==> src/rtl/verilog_comment_strip_if.sv <==
// Valid/ready byte streams between the raw source feeder, the comment
// stripper and the downstream tokenizer, plus the sticky error flag.
interface verilog_comment_strip_if #(
    parameter int LINE_W = 20
);
    logic              in_valid;
    logic              in_ready;
    logic [7:0]        in_data;
    logic              in_last;
    logic              out_valid;
    logic              out_ready;
    logic [7:0]        out_data;
    logic              out_last;
    logic [LINE_W-1:0] out_line;
    logic              err_unterminated;

    modport slave (
        input  in_valid, in_data, in_last, out_ready,
        output in_ready, out_valid, out_data, out_last, out_line, err_unterminated
    );

    modport master (
        output in_valid, in_data, in_last, out_ready,
        input  in_ready, out_valid, out_data, out_last, out_line, err_unterminated
    );
endinterface

==> src/rtl/verilog_comment_strip.sv <==
// Removes // and /* */ comments from a Verilog byte stream, keeping newlines
// so every surviving byte can be tagged with its exact source line.
module verilog_comment_strip #(
    parameter int LINE_W = 20
) (
    input  logic                   clk,
    input  logic                   reset_n,
    verilog_comment_strip_if.slave bus
);
    localparam logic [7:0] CH_SLASH = 8'h2F;
    localparam logic [7:0] CH_STAR  = 8'h2A;
    localparam logic [7:0] CH_NL    = 8'h0A;
    localparam logic [7:0] CH_QUOTE = 8'h22;
    localparam logic [7:0] CH_BSL   = 8'h5C;
    localparam logic [7:0] CH_SP    = 8'h20;
    localparam logic [7:0] CH_TAB   = 8'h09;

    typedef enum logic [3:0] {
        CODE    = 4'd0,
        SLASH   = 4'd1,
        LINE    = 4'd2,
        BLOCK   = 4'd3,
        BSTAR   = 4'd4,
        STR     = 4'd5,
        STR_ESC = 4'd6,
        ESCID   = 4'd7,
        PEND    = 4'd8
    } state_t;

    state_t            state_q, state_d, cur_state_s;
    logic [7:0]        hold_q, hold_d;
    logic              hold_last_q, hold_last_d;
    logic              out_valid_q, out_last_q;
    logic [7:0]        out_data_q;
    logic [LINE_W-1:0] out_line_q, line_q;
    logic              err_q, first_q;
    logic              pend_s, slot_free_s, in_ready_s, accept_s, go_s;
    logic [7:0]        cur_byte_s, emit_data_s;
    logic              cur_last_s, is_nl_s;
    logic              emit_s, emit_last_s, err_set_s, defer_s;

    // In PEND the held byte is replayed through the CODE rules without taking input.
    assign pend_s      = (state_q == PEND);
    assign slot_free_s = !out_valid_q || bus.out_ready;
    assign in_ready_s  = reset_n && slot_free_s && !pend_s;
    assign accept_s    = bus.in_valid && in_ready_s;
    assign go_s        = pend_s ? slot_free_s : accept_s;
    assign cur_state_s = pend_s ? CODE : state_q;
    assign cur_byte_s  = pend_s ? hold_q : bus.in_data;
    assign cur_last_s  = pend_s ? hold_last_q : bus.in_last;
    assign is_nl_s     = (cur_byte_s == CH_NL);

    assign bus.in_ready         = in_ready_s;
    assign bus.out_valid        = out_valid_q;
    assign bus.out_data         = out_data_q;
    assign bus.out_last         = out_last_q;
    assign bus.out_line         = out_line_q;
    assign bus.err_unterminated = err_q;

    // Next-state and emit decision for the byte being processed this cycle.
    always_comb begin
        state_d     = state_q;
        hold_d      = hold_q;
        hold_last_d = hold_last_q;
        emit_s      = 1'b0;
        emit_data_s = cur_byte_s;
        emit_last_s = 1'b0;
        err_set_s   = 1'b0;
        defer_s     = 1'b0;
        if (go_s) begin
            case (cur_state_s)
                CODE: begin
                    emit_s = 1'b1;
                    if (cur_byte_s == CH_SLASH) begin
                        emit_s  = cur_last_s;
                        state_d = SLASH;
                    end else if (cur_byte_s == CH_QUOTE) begin
                        state_d = STR;
                    end else if (cur_byte_s == CH_BSL) begin
                        state_d = ESCID;
                    end else begin
                        state_d = CODE;
                    end
                end
                SLASH: begin
                    if ((cur_byte_s == CH_SLASH) || (cur_byte_s == CH_STAR)) begin
                        state_d     = (cur_byte_s == CH_SLASH) ? LINE : BLOCK;
                        emit_data_s = CH_SP;
                        emit_s      = cur_last_s;
                        err_set_s   = cur_last_s;
                    end else begin
                        emit_s      = 1'b1;
                        emit_data_s = CH_SLASH;
                        hold_d      = cur_byte_s;
                        hold_last_d = cur_last_s;
                        state_d     = PEND;
                        defer_s     = 1'b1;
                    end
                end
                LINE: begin
                    emit_data_s = CH_NL;
                    emit_s      = is_nl_s || cur_last_s;
                    if (is_nl_s) begin
                        state_d = CODE;
                    end else begin
                        state_d = LINE;
                    end
                end
                BLOCK: begin
                    emit_data_s = is_nl_s ? CH_NL : CH_SP;
                    emit_s      = is_nl_s || cur_last_s;
                    err_set_s   = cur_last_s;
                    if (cur_byte_s == CH_STAR) begin
                        state_d = BSTAR;
                    end else begin
                        state_d = BLOCK;
                    end
                end
                BSTAR: begin
                    emit_data_s = is_nl_s ? CH_NL : CH_SP;
                    emit_s      = is_nl_s || cur_last_s;
                    err_set_s   = cur_last_s && (cur_byte_s != CH_SLASH);
                    if (cur_byte_s == CH_SLASH) begin
                        emit_s  = 1'b1;
                        state_d = CODE;
                    end else if (cur_byte_s == CH_STAR) begin
                        state_d = BSTAR;
                    end else begin
                        state_d = BLOCK;
                    end
                end
                STR: begin
                    emit_s    = 1'b1;
                    err_set_s = cur_last_s && (cur_byte_s != CH_QUOTE);
                    if (cur_byte_s == CH_BSL) begin
                        state_d = STR_ESC;
                    end else if (cur_byte_s == CH_QUOTE) begin
                        state_d = CODE;
                    end else begin
                        state_d = STR;
                    end
                end
                STR_ESC: begin
                    emit_s    = 1'b1;
                    err_set_s = cur_last_s;
                    state_d   = STR;
                end
                ESCID: begin
                    emit_s = 1'b1;
                    if ((cur_byte_s == CH_SP) || (cur_byte_s == CH_TAB) || is_nl_s) begin
                        state_d = CODE;
                    end else begin
                        state_d = ESCID;
                    end
                end
                default: begin
                    state_d = CODE;
                end
            endcase
            // Every file end produces exactly one beat, and the scanner restarts in CODE.
            if (cur_last_s && !defer_s) begin
                state_d     = CODE;
                emit_s      = 1'b1;
                emit_last_s = 1'b1;
            end else begin
                emit_last_s = 1'b0;
            end
        end else begin
            state_d = state_q;
        end
    end

    // State, hold, output stage, line counter and sticky error registers.
    always_ff @(posedge clk or negedge reset_n) begin
        if (!reset_n) begin
            state_q     <= CODE;
            hold_q      <= 8'h00;
            hold_last_q <= 1'b0;
            out_valid_q <= 1'b0;
            out_data_q  <= 8'h00;
            out_last_q  <= 1'b0;
            out_line_q  <= LINE_W'(1);
            line_q      <= LINE_W'(1);
            err_q       <= 1'b0;
            first_q     <= 1'b1;
        end else begin
            state_q     <= state_d;
            hold_q      <= hold_d;
            hold_last_q <= hold_last_d;
            if (go_s && emit_s) begin
                out_valid_q <= 1'b1;
                out_data_q  <= emit_data_s;
                out_last_q  <= emit_last_s;
                out_line_q  <= line_q;
            end else if (bus.out_ready) begin
                out_valid_q <= 1'b0;
            end
            // A held byte counts its newline/last only when it is finally replayed.
            if (go_s && !defer_s) begin
                if (cur_last_s) begin
                    line_q <= LINE_W'(1);
                end else if (is_nl_s && (line_q != {LINE_W{1'b1}})) begin
                    line_q <= line_q + LINE_W'(1);
                end
            end
            if (go_s && err_set_s) begin
                err_q <= 1'b1;
            end else if (accept_s && first_q) begin
                err_q <= 1'b0;
            end
            if (go_s && !defer_s && cur_last_s) begin
                first_q <= 1'b1;
            end else if (accept_s) begin
                first_q <= 1'b0;
            end
        end
    end
endmodule

==> src/flat_wrapper.sv <==
// flat-port wrapper written by rule: the top's interface ports become plain ports
module verilog_comment_strip_flat 
#(
    parameter int LINE_W = 20
)
  (clk, reset_n, bus_in_valid, bus_in_data, bus_in_last, bus_out_ready, bus_in_ready, bus_out_valid, bus_out_data, bus_out_last, bus_out_line, bus_err_unterminated);
  verilog_comment_strip_if #(.LINE_W(LINE_W)) bus_i ();
  input  logic clk;
  input  logic reset_n;
  input wire logic [$bits(bus_i.in_valid)-1:0] bus_in_valid;
  input wire logic [$bits(bus_i.in_data)-1:0] bus_in_data;
  input wire logic [$bits(bus_i.in_last)-1:0] bus_in_last;
  input wire logic [$bits(bus_i.out_ready)-1:0] bus_out_ready;
  output wire logic [$bits(bus_i.in_ready)-1:0] bus_in_ready;
  output wire logic [$bits(bus_i.out_valid)-1:0] bus_out_valid;
  output wire logic [$bits(bus_i.out_data)-1:0] bus_out_data;
  output wire logic [$bits(bus_i.out_last)-1:0] bus_out_last;
  output wire logic [$bits(bus_i.out_line)-1:0] bus_out_line;
  output wire logic [$bits(bus_i.err_unterminated)-1:0] bus_err_unterminated;
  assign bus_i.in_valid = bus_in_valid;
  assign bus_i.in_data = bus_in_data;
  assign bus_i.in_last = bus_in_last;
  assign bus_i.out_ready = bus_out_ready;
  assign bus_in_ready = bus_i.in_ready;
  assign bus_out_valid = bus_i.out_valid;
  assign bus_out_data = bus_i.out_data;
  assign bus_out_last = bus_i.out_last;
  assign bus_out_line = bus_i.out_line;
  assign bus_err_unterminated = bus_i.err_unterminated;
  verilog_comment_strip #(.LINE_W(LINE_W)) u_core (.clk(clk), .reset_n(reset_n), .bus(bus_i));
endmodule
==> config.mk <==
export PLATFORM = sky130hd
export DESIGN_NAME = verilog_comment_strip_flat
export DESIGN_NICKNAME = d
export VERILOG_FILES = /design/src/rtl/verilog_comment_strip_if.sv /design/src/rtl/verilog_comment_strip.sv /design/src/flat_wrapper.sv
export SDC_FILE = /design/constraint.sdc
export NUM_CORES = 1
export LEC_CHECK = 0
export CORE_AREA = 5 5 104 106
export CTS_CLUSTER_DIAMETER = 60
export DETAILED_ROUTE_END_ITERATION = 10
export DIE_AREA = 0 0 109 111
export HOLD_SLACK_MARGIN = 0.1
export PLACE_DENSITY = 0.58
export REMOVE_ABC_BUFFERS = 1
export SETUP_SLACK_MARGIN = 0.2
export SYNTH_ARGS = -nofsm -noshare
export SYNTH_HDL_FRONTEND = slang
export SYNTH_SLANG_ARGS = --single-unit
==> constraint.sdc <==
create_clock -name clk -period 3 [get_ports clk]
set_input_delay 0.45 -clock clk [delete_from_list [all_inputs] [get_ports clk]]
set_output_delay 0.45 -clock clk [all_outputs]
set_load 0.005 [all_outputs]
==> run_results.csv <==
group,metric,value,unit
status,status,"complete, no violations",
setup_path,required,3.26,ns
grt,grt_pass1_vias,3253,
grt,grt_start_max_net_pins,66,
final_layout,final_layout_size_suffix_gt1_share,24.2,%
setup_path,path_class,"reg2reg",
job,drv_cap,0,
synth,synthArstFlopShare,100,%
synth,syn_inst,373,
power,power_density,480,nW/µm²
cts,h-tree-depth,3,
grt,overflow,0,
sta,clock.fmax,374,MHz
synth,synth_top_cell_by_area,"dfrtp_1",
synth,synth_area_leaders,"dfrtp_1, mux2_2, xnor2_1, mux2_4, nor2_1",
synth,synthAdderAreaFrac,0.332,%
grt,grt_pass1_wl,16200,µm
route,wl_per_cell,16.7,µm
min_path,worstHoldPathType,"in2async",
route,drc,0,
setup_path,worstPathArrival,2.93,ns
floorplanning,io-pin-count,45,
final_layout,fill_cells,936,
route,dr.first_iter.drc_count,158,
final_layout,final_util,49.9,%
cts,cts_buffers,9,
floorplanning,fp.dieH,111,µm
synth,synth_edf_count,0,
final_layout,antenna_cells,0,
synth,avgSynthCellArea,10.1,µm²
sta,setup_ws,0.326,ns
sta,slew_violations,0,
cts,cts.path.max_buffers,2,
power,p_leak,2.02,nW
synth,ys_types,63,
synth,synth_top_area_share,41.2,%
place,post-dp-hpwl,6850,µm
synth,synthSimpleGateAreaFrac,24.6,%
final_layout,finalNonFillerCells,575,
sta,timing.final.crit_share,89.1,%
place,io_buffers,44,
cts,cts_tree,"done",
synth,synth_top_family_by_area,"simple AND/OR/NAND/NOR gates",
setup_path,critPathTopFamily,"simple AND/OR/NAND/NOR gates",
place,dp_slack,-0.134,ns
sta,finalSetupTns,0,ns
cts,path_clk_slew,0.08,ns
setup_path,crit_path_start_kind,"flip-flop",
synth,yosysSeqAreaShare,43.2,%
synth,yosysWarningCount,0,
sta,rsz0062_at_grt,"false",
place,placedCellCount,558,
setup_path,cp_slowest_cell,"or4b_4",
synth,ys_ff_latch,65,
route,ant_nets,0,
route,via_per_inst,5.42,
synth,synth-compound-area-share,9.99,%
route,routed_wl,9590,µm
setup_path,crit_chain,"or4b_4 > mux2i_4 > and3_1 > a22o_1 > buf_12 > or4_1 > a21oi_1",
synth,ys.flop_type,"dfrtp_1",
cts,clock-sinks,65,
floorplanning,die_area,12100,µm²
sta,tightest_slew,0.836,ns
floorplanning,start_util,38.9,%
synth,muxShareOfSynthArea,13.3,%
route,dr.pass1.iters,4,
synth,synth_area,3770,µm²
floorplanning,die_x,109,µm
sta,max_slew_margin,44.2,%
sta,final.hold.worst_slack,0.347,ns
sta,setup_viol,0,
floorplanning,fp-row-count,36,
power,irDropWorstVdd,0.000288,V
final_layout,fin_nets,451,
place,finalWeightedCongestion,0.880,
setup_path,path_buf_inv,1,
grt,track_usage,16.5,%
grt,antenna_found_initial,0,
setup_path,cp-end-kind,"flip-flop",
sta,hold_viol_final,0,
floorplanning,core-area,9680,µm²
sta,fin_crit,2.67,ns
sta,skew,0.0147,ns
route,routed-via-count,3116,
cts,clk-insertion-delay-late,0.34,ns
setup_path,slowest_delay,0.65,ns
synth,synthXorXnorAreaFrac,4.65,%
cts,cts-root-buf,"clkbuf_8",
final_layout,area_delta_synth_final,28.1,%
setup_path,cp_max_fo,20,
## layout by cell type, fill, tap and decap left out, types with 3 or more instances in the layout
| cell | n |
|---|---|
| mux2_2 | 23 |
| nor3_1 | 9 |
| nor2_1 | 39 |
| a21o_1 | 5 |
| mux2_4 | 10 |
| nor4b_1 | 5 |
| nand4b_1 | 3 |
| mux2i_1 | 7 |
| nand4_1 | 11 |
| and3_1 | 4 |
| nand2_1 | 31 |
| nor2b_1 | 3 |
| dfrtp_1 | 60 |
| or3_1 | 4 |
| o21ai_0 | 15 |
| dfstp_2 | 3 |
| nand2b_1 | 5 |
| clkbuf_8 | 9 |
| and4_1 | 3 |
| nor3b_1 | 4 |
| nor4_1 | 7 |
| nand3_1 | 16 |
| a21oi_1 | 10 |
| inv_1 | 3 |
| nor4b_2 | 4 |
| buf_4 | 28 |
| xnor2_1 | 18 |
| buf_12 | 5 |
| clkdlybuf4s50_1 | 43 |
## final timing paths
| check | startpoint | to | slack, ns | cells past startpoint |
|---|---|---|---|---|
| hold / removal | reset_n | u_core.bus.out_line[9] | 0.35 | 2 |
| setup / recovery | u_core.state_q[1] | u_core.line_q[7] | 0.33 | 7 |
| hold reg to reg | u_core.bus.err_unterminated | u_core.bus.err_unterminated | 0.48 | 2 |
| max in group asynchronous | reset_n | u_core.state_q[2] | 2.05 | 2 |
| setup reg to reg | u_core.state_q[1] | u_core.line_q[7] | 0.33 | 7 |
| min in group clk | u_core.bus.err_unterminated | u_core.bus.err_unterminated | 0.48 | 2 |
## repair_timing
action	CTS	global route
setup buffers	0	1
setup endpoints to repair	16	34
pin swaps	1	4
gates resized for setup	1	8
hold buffers	0	0
## final cells by class
| cell class | instances | area, µm² | area share [%] |
|---|---|---|---|
| repair buffers | 78 | 757 | 15.7 |
| clock buffers | 10 | 128 | 2.64 |
| well taps | 133 | 166 | 3.45 |
| multi-input cells | 280 | 2040 | 42.3 |
| clock inverters | 6 | 92.6 | 1.92 |
| flip-flops and latches | 65 | 1630 | 33.8 |
| inverters | 3 | 11.3 | 0.233 |
## sequential cells by signal, indices dropped and copies added (netlist names)
register / flops
u_core.bus.out_valid: 1
u_core.line_q: 20
u_core.hold_q: 8
u_core.hold_last_q: 1
u_core.bus.out_line: 20
u_core.bus.err_unterminated: 1
u_core.bus.out_last: 1
u_core.bus.out_data: 8
u_core.state_q: 4
u_core.first_q: 1
## synth_stat cells, types with 10 or more instances
library cell	instances
a21oi_1	10
clkbuf_1	16
dfrtp_1	62
mux2_2	23
mux2_4	10
nand2_1	31
nand3_1	16
nand4_1	11
nor2_1	39
o21ai_0	15
xnor2_1	18
## logic make-up after synthesis
kind of cell	Yosys count
and+or+nand+nor	162
muxes	41
xor gates and xnor gates	20
adders and majority gates	1
AOI/OAI and AO/OA	56
buffers and inverters	28
DFF	65
## layer usage
layer	part of all wire [%]	vias up	wire, µm	GRT usage (%)
li1	-	1496	-	-
met1	43	1543	4170	21.6
met2	51	68	4860	27.4
met3	4.7	9	450	3.15
met4	1.1	0	104	5.13
met5	0	-	0	0
## power breakdown
part | internal [mW] | leakage, nW | total (mW) | switching (mW)
Sequential | 0.967 | 0.868 | 1.05 | 0.0788
Combinational | 0.256 | 1.05 | 0.444 | 0.188
Clock | 0.471 | 0.103 | 0.826 | 0.355
## through the flow
stage | cell area (µm²) | power (mW)
2_1_floorplan | 3630 | 1.23
3_3_place_gp | 4560 | 1.50
3_5_place_dp | 4560 | 1.51
4_1_cts | 4780 | 2.35
5_1_grt | 4830 | 2.44
6_report | 4830 | 2.32
Power figures use the tool's default switching activity.
